**config.mk**
```make
export PLATFORM = sky130hd
export DESIGN_NAME = dcache
export DESIGN_NICKNAME = d
export VERILOG_FILES = /design/src/rtl/dcache.sv
export SDC_FILE = /design/constraint.sdc
export NUM_CORES = 2
export LEC_CHECK = 0
export CAP_MARGIN = 20
export CORE_MARGIN = 2
export CORE_UTILIZATION = 55
export DETAILED_ROUTE_END_ITERATION = 8
export PLACE_DENSITY = 0.72
export SLEW_MARGIN = 5
export SYNTH_ARGS = -nofsm -noshare
export SYNTH_HDL_FRONTEND = slang
export SYNTH_SLANG_ARGS = --single-unit
```
**constraint.sdc**
```tcl
create_clock -name clk -period 7.3 [get_ports clk]
set_input_delay 1.46 -clock clk [delete_from_list [all_inputs] [get_ports clk]]
set_output_delay 1.46 -clock clk [all_outputs]
set_load 0.005 [all_outputs]
```
**src/rtl/dcache.sv**
```systemverilog
// dcache: direct-mapped, write-through, no-write-allocate data cache.
// Loads that hit are answered in the same cycle. A read miss refills the
// whole 4-word line from memory. Every store is sent to memory, and the
// cached copy is updated only when the line is already resident.
//
// Memory handshake: the cache holds mem_read or mem_write at 1, together
// with a stable mem_addr/mem_wdata, until the one-cycle mem_ack arrives.
// The beat completes on the clock edge that samples mem_ack=1. mem_read and
// mem_write are never both 1. The CPU side treats cpu_stall=1 as
// "not ready": it must hold its request unchanged until cpu_stall=0.
module dcache #(
    parameter int INDEX_BITS = 4
) (
    input  logic        clk,
    input  logic        reset,
    input  logic [31:0] cpu_addr,
    input  logic [31:0] cpu_wdata,
    input  logic        cpu_read,
    input  logic        cpu_write,
    output logic [31:0] cpu_rdata,
    output logic        cpu_stall,
    output logic [31:0] mem_addr,
    output logic [31:0] mem_wdata,
    output logic        mem_read,
    output logic        mem_write,
    input  logic [31:0] mem_rdata,
    input  logic        mem_ack,
    output logic [1:0]  dbg_state
);

    localparam int LINES    = 1 << INDEX_BITS;
    localparam int TAG_BITS = 32 - INDEX_BITS - 4;

    typedef enum logic [1:0] {
        ST_IDLE  = 2'd0,
        ST_FILL  = 2'd1,
        ST_WRITE = 2'd2
    } state_t;

    state_t                r_state;
    state_t                w_next_state;
    logic [1:0]            r_cnt;
    logic [LINES-1:0]      r_valid;
    logic [TAG_BITS-1:0]   r_tag  [LINES];
    logic [31:0]           r_data [LINES][4];

    logic [1:0]            w_offset;
    logic [INDEX_BITS-1:0] w_index;
    logic [TAG_BITS-1:0]   w_tag;
    logic                  w_hit;
    logic                  w_is_store;
    logic                  w_is_load;
    logic                  w_start_fill;
    logic                  w_fill_beat;
    logic                  w_fill_last;
    logic                  w_store_hit;
    logic                  w_unused_addr_lsbs;

    // Byte-lane bits are not used: the cache works on whole words.
    assign w_unused_addr_lsbs = ^cpu_addr[1:0];

    assign w_offset   = cpu_addr[3:2];
    assign w_index    = cpu_addr[INDEX_BITS+3:4];
    assign w_tag      = cpu_addr[31:INDEX_BITS+4];
    assign w_hit      = r_valid[w_index] && (r_tag[w_index] == w_tag);
    // A simultaneous read and write request counts as a store.
    assign w_is_store = cpu_write;
    assign w_is_load  = cpu_read && !cpu_write;
    assign dbg_state  = r_state;

    // Next-state, handshake outputs and array write strobes.
    always_comb begin
        w_next_state = r_state;
        cpu_rdata    = 32'd0;
        cpu_stall    = 1'b0;
        mem_addr     = 32'd0;
        mem_wdata    = 32'd0;
        mem_read     = 1'b0;
        mem_write    = 1'b0;
        w_start_fill = 1'b0;
        w_fill_beat  = 1'b0;
        w_fill_last  = 1'b0;
        w_store_hit  = 1'b0;
        case (r_state)
            ST_IDLE: begin
                if (w_is_store) begin
                    cpu_stall    = 1'b1;
                    w_next_state = ST_WRITE;
                end else if (w_is_load) begin
                    if (w_hit) begin
                        cpu_rdata = r_data[w_index][w_offset];
                    end else begin
                        cpu_stall    = 1'b1;
                        w_start_fill = 1'b1;
                        w_next_state = ST_FILL;
                    end
                end
            end
            ST_FILL: begin
                // The final ack still stalls; the retried load hits next cycle.
                cpu_stall = 1'b1;
                mem_read  = 1'b1;
                mem_addr  = {cpu_addr[31:4], r_cnt, 2'b00};
                if (mem_ack) begin
                    w_fill_beat = 1'b1;
                    if (r_cnt == 2'd3) begin
                        w_fill_last  = 1'b1;
                        w_next_state = ST_IDLE;
                    end
                end
            end
            ST_WRITE: begin
                mem_write = 1'b1;
                mem_addr  = {cpu_addr[31:2], 2'b00};
                mem_wdata = cpu_wdata;
                cpu_stall = !mem_ack;
                if (mem_ack) begin
                    w_store_hit  = w_hit;
                    w_next_state = ST_IDLE;
                end
            end
            default: begin
                w_next_state = ST_IDLE;
            end
        endcase
    end

    // State, beat counter and valid bits; reset aborts any refill or store.
    always_ff @(posedge clk or negedge reset) begin
        if (!reset) begin
            r_state <= ST_IDLE;
            r_cnt   <= 2'd0;
            r_valid <= '0;
        end else begin
            r_state <= w_next_state;
            if (w_start_fill) begin
                r_cnt            <= 2'd0;
                r_valid[w_index] <= 1'b0;
            end else if (w_fill_beat) begin
                r_cnt <= r_cnt + 2'd1;
            end
            if (w_fill_last) begin
                r_valid[w_index] <= 1'b1;
            end
        end
    end

    // Data and tag arrays carry no reset; the valid bits guard them.
    always_ff @(posedge clk) begin
        if (w_fill_beat) begin
            r_data[w_index][r_cnt] <= mem_rdata;
        end
        if (w_store_hit) begin
            r_data[w_index][w_offset] <= cpu_wdata;
        end
        if (w_fill_last) begin
            r_tag[w_index] <= w_tag;
        end
    end

endmodule

```
# Word-level counts from Yosys, hierarchy flattened
# Memories as Yosys holds them, arrays and structs flattened.
# Index checks and enable logic that the tools add are counted.
[totals] reg_bits=20 ramBits=2432 inputBits=101 output_inout_bits=101 memories=2
[op_classes] addsub=1 order_cmp=6 n_eq_ne=9 n_mux=177 n_bitwise=133 reduce_logical=10
[memory_table] name="r_data" depth=16 word_bits=128 read_ports=1 rd_clocked_by_memory_dff=0 write_ports=1 line="45" source="logic [31:0] r_data [LINES][4];"
[memory_table] name="r_tag" depth=16 word_bits=24 read_ports=1 rd_clocked_by_memory_dff=0 write_ports=1 line="44" source="logic [TAG_BITS-1:0] r_tag [LINES];"
[ops] cell="two-way mux 32 bit" n=9
[ops] cell="two-way mux 128 bit" n=2
[ops] cell="two-way mux 1 bit" n=148
[ops] cell="demux 32 bit (select 2 bit)" n=2
[ops] cell="bitwise OR 1 bit" n=128
[ops] cell="binary-select mux 32 bit (select 2 bit)" n=1
[ops] cell="one-hot mux 32 bit (2 select lines)" n=1
[ops] cell="two-way mux 16 bit" n=2
[ops] cell="== test 24 bit" n=1
[ops] cell="bitwise AND 16 bit" n=1
[ops] cell="two-way mux 2 bit" n=8
[ops] cell="inverter 16 bit" n=1
[ops] cell="bitwise OR 16 bit" n=1
[ops] cell=">= comparator 3 bit (second input constant)" n=2
[ops] cell="less-than comparator 3 x 1 -> 1 bit (second input constant)" n=2
[ops] cell="!= test 2 bit (second input constant)" n=3
[ops] cell="!= test 3 bit (second input constant)" n=2
[ops] cell="inverter 2 -> 3 bit" n=2
[ops] cell="one-hot mux 2 bit (3 select lines)" n=1
[ops] cell="logical AND 1 bit" n=5
[ops] cell="less-than comparator 4 x 5 -> 1 bit (second input constant)" n=1
[ops] cell="AND reduction 5 bit" n=1
[ops] cell="binary-select mux 1 bit (select 4 bit)" n=1
[ops] cell="demux 1 bit (select 4 bit)" n=1
[ops] cell="8 further kinds" n=10

# Logic depth before layout (Yosys ltp)
[logic_depth] word_depth=10 ltp_mapped=18 depth_no_buf=9

# Least setup slack after synthesis
# No wires, ideal clock.
[synth_path] path_kind="in2reg" startpoint="input port cpu_addr[5]" endpoint="memory r_data[0][0] (netlist bit), enable pin" arrival_time_ps=6023 t_required_ps=6868 path_slack_ps=845 cell_stages=15 path_buffers=8 cell_sequence="buf_4 > buf_2 > buf_2 > clkbuf_1 > mux4_2 > a221oi_1 > xor2_1 > nand3_1 > nor4_2 > buf_4 > nand4_2 > buf_4 > buf_4 > buf_2 > a21oi_1"
[synth_between] elab_chain_len=8 elab_cells_between_ends=10 classes_between="1 x eq/ne; 6 x mux; 1 x bitwise; 1 x reduce/logical; 1 x memory"
[synth_rtl] element="from (decl)" line="16" source="input logic [31:0] cpu_addr,"
[synth_rtl] element="memory (16 x 24 bit) or binary-select mux 1 bit (select 4 bit) (tied branches)"
[synth_rtl] element="== test 24 bit or two-way mux 1 bit (tied branches)" line="65" source="assign w_hit = r_valid[w_index] && (r_tag[w_index] == w_tag);"
[synth_rtl] element="logical AND 1 bit" line="65"
[synth_rtl] element="two-way mux 1 bit" line="117" source="if (mem_ack) begin"
[synth_rtl] element="two-way mux 1 bit" line="84" source="case (r_state)"
[synth_rtl] element="two-way mux 1 bit" line="153" source="if (w_store_hit) begin"
[synth_rtl] element="two-way mux 128 bit (implied by the code)" line="154" source="r_data[w_index][w_offset] <= cpu_wdata;"
[synth_rtl] element="bitwise OR 1 bit (no source line)"
[synth_rtl] element="to (decl)" line="45"
# Parallel ways exist; a longest one is shown, timed or not. The select of a mux whose other input is x is not followed.

# Worst setup path after layout
[layout_path] startpoint="input port cpu_addr[4]" endpoint="output port cpu_rdata[12]"
[layout_between] elab_chain_len=8 elab_cells_between_ends=13 classes_between="1 x eq/ne; 9 x mux; 1 x reduce/logical; 2 x memory"
[layout_rtl] element="memory (16 x 128 bit)"
[layout_rtl] element="binary-select mux 32 bit (select 2 bit)" line="91" source="cpu_rdata = r_data[w_index][w_offset];"
[layout_rtl] element="two-way mux 32 bit (implied by the code) (2 in a row)" line="91"
[layout_rtl] element="two-way mux 32 bit *" line="90" source="if (w_hit) begin"
[layout_rtl] element="two-way mux 32 bit *" line="89" source="end else if (w_is_load) begin"
[layout_rtl] element="two-way mux 32 bit *" line="86" source="if (w_is_store) begin"
[layout_rtl] element="two-way mux 32 bit *" line="84"
[layout_rtl] element="to (decl)" line="20" source="output logic [31:0] cpu_rdata,"
# Every way passes the cells marked *; elsewhere a longest branch is shown, timed or not. The select of a mux whose other input is x is not followed.

==> impl_results.md <==
* Clock Skew at slightly above 0.08 ns
* WHS at 0.541 ns
* Simple-gate area share of the yosys netlist at 0.0161
* Cts-stage hold buffer count at 0
* Hold Crit Depth at 2
* Grt total ovfl at 0
* Final Max Slew Viols at 0
* Antenna violations before repair at 28
* Synth Flop Type: edfxtp_1
* DP HPWL at between 100000 and 150000 um
* Final setup fails at 0
* Via/cell ratio at about 6.6
* Layout cell share with drive strength beyond 1 at 0.315
* EDFF count, synth at 2432
* Ys async rst share at 0.00816
* Largest cells by area after synthesis: edfxtp_1 76%, mux4_2 17%, mux2_2 1.2%, mux2i_1 0.75%, dfrtp_1 0.52%
* First-pass DRT Iterations at 5
* Clock latency on the worst-skew pair at about 0.9 ns
* Worst Path Arrival at 5.59 ns
* Vias in the first global route at between 40000 and 50000
* Most numerous cell in the Yosys netlist: edfxtp_1
* Register area share after synthesis at 0.762
* Placed insts at 6572
* Worst hold path class: flip-flop to flip-flop
* Starting Density at 0.555
* Kind of end point of the critical path: primary output
* Mux cell area share after synthesis at 0.197
* Global-route wire length before repair at roughly 340000 um
* Post-DR wirelength/cell at about 34 um
* Xor and xnor area share after synthesis at 0.00318
* Number of remaining DRC errors at 0
* # fillers at 11100
* DIE AREA at around 180000 um^2
* Leakage at 34.4 nW
* RSZ-0062 raised after global routing: false
* Critical Path RT at 5.84 ns
* Mapped Avg Cell Area at 23.5 um^2
* GP Congestion at between 0.8 and 0.9
* Largest net degree at the start of global routing at 145
* I/O Buffers at around 200
* CTS tree: done
* CTS root buf: clkbuf_16
* Cells after Synth at between 4000 and 5000
* Netlist cell types at 65
* CTS Sinks at 2452
* Post-Synth Adder-Cell Area at 0.00104
* Critical path fanouts, max at 39
* Compound-Gate Fraction of Synth Area at 0.00895
* Outcome: complete, no violations
* Max_cap viols at 0
* Most frequent cells after synthesis: 2432 x edfxtp_1, 745 x mux4_2, 131 x clkbuf_1
* R2r worst-path depth at 11
* Crit Path Class: input pin to primary output
* Layout area overhead at 15.2%
* Final min period at roughly 7.1 ns
* Starting DRC count in detailed routing at 6316
* Synthesized flop and latch total at 2452
* Synth top area share at 0.757
* Setup total negative slack at 0 ns
* DRT antenna net count at 0
* GRT Resource Usage Total at 0.267
* Main combinational cell family by area after synthesis: multiplexers
* Die width at between 400 and 500 um
* CTS H-tree lvls at 4
* Worst-path clk slew at roughly 0.070 ns
* Post-CTS Resized at 0
* Post-Route WL at 236000 um
* Rel. slew slack at 0.231
* Fin cells at 7032
* I/O pin cnt at ~200
* Fin area at between 100000 and 150000 um^2
* Setup repair bufs after CTS at 0
* P per Cell Area at 268 nW/um^2
* Final Hold Viols at 0
* TritonCTS Buffers at around 230
* Area after DPL at 103000 um^2
* Core area at 174000 um^2
* Post-Syn Area at 96500 um^2
* Die height at 423 um
* Row cnt at 153
* Startpoint Class: input pin
* Via count at around 46000
* # nets final at 4593
* Worst-margin pin slew at about 1.2 ns
* Max VDD drop at 0.000292 V
* Synth area leader: edfxtp_1
* Synthesis Warnings at 0
* Fmax at roughly 140 MHz
* Clock tree buffer depth at 3
* Crit share post-route at 0.966
[final cells by class]
class                   instances  area, um^2  share of cell area
repair buffers                370        4060              0.0365
multi-input cells            1415       22600               0.203
clock inverters               179        2050              0.0184
diodes                         16        40.0            0.000360
flip-flops and latches       2452       73500               0.662
inverters                      14        60.1            0.000541
well taps                    2325        2910              0.0262
clock buffers                 261        5910              0.0532
[cells in the final DEF (no fill, tap or decap), types with 26 or more instances in the layout]
cell type / netlist / layout
bufinv_16: 0 / 34
clkinv_2: 0 / 51
nor2b_1: 49 / 49
clkinv_1: 0 / 53
clkdlybuf4s50_1: 0 / 191
mux2_1: 30 / 30
nand2_1: 38 / 38
a21oi_1: 45 / 26
clkbuf_1: 131 / 29
nor2_4: 0 / 64
mux4_2: 745 / 745
clkbuf_16: 0 / 232
buf_4: 13 / 112
buf_12: 0 / 59
mux2i_1: 72 / 72
mux2_2: 102 / 102
and2_1: 65 / 65
edfxtp_1: 2432 / 2432
[logic make-up after synthesis]
group	count (synthesis)
other	1
adders and majority gates	8
and+or+nand+nor	297
muxes	949
AOI/OAI and AO/OA	124
buffers and inverters	245
DFF	2452
xor gates and xnor gates	35
[path summary, 6_finish.rpt]
path	start	end	slack, ns
setup / recovery	cpu_addr[4]	cpu_rdata[12]	0.25
hold / removal	r_valid[12]	r_valid[12]	0.54
setup reg to reg	r_tag[2][12]	r_data[14][7]	2.37
hold reg to reg	r_valid[12]	r_valid[12]	0.54
max in group asynchronous	reset	r_valid[0]	6.00
min in group asynchronous	reset	dbg_state[1]	0.85
[worst max-delay path: stages]
cell	delay, ns
buf_8	0.25
buf_12	0.32
buf_12	0.27
mux4_2	0.53
nand2_1	0.08
nand2_1	0.07
xor2_1	0.16
o31ai_1	0.41
buf_4	0.22
nand4b_1	0.14
nor4_4	0.30
nand3_2	0.16
buf_12	0.20
buf_4	0.22
nor2b_1	0.13
clkdlybuf4s50_1	0.52
[where the power goes]
part / switching (mW) / internal (mW)
combinational: 1.05 / 0.857
clock: 5.30 / 7.07
sequential: 0.0233 / 15.5
[state kept, by name, indices dropped and copies added, names as in the netlist]
signal,flops
r_tag,384
r_cnt,2
r_valid,16
r_data,2048
dbg_state,2
[metal layers]
metal | vias up | part of all wire | track usage
li1 | 18400 | - | -
met1 | 24800 | 0.38 | 0.373
met2 | 2554 | 0.49 | 0.428
met3 | 372 | 0.092 | 0.0511
met4 | 2 | 0.033 | 0.0934
met5 | - | 0.000085 | 0
[stage by stage]
step / utilization / total power, mW / setup slack (ns)
final: 0.639 / 29.8 / 0.248
after global routing: 0.638 / 30.6 / 0.0291
after CTS: 0.638 / 30.0 / 0.242
after detailed placement: 0.592 / 17.8 / 0.256
after global placement: 0.592 / 17.7 / 0.273
after floorplan: - / 16.9 / 0.845
No activity file was read; power rests on OpenSTA's default activity.
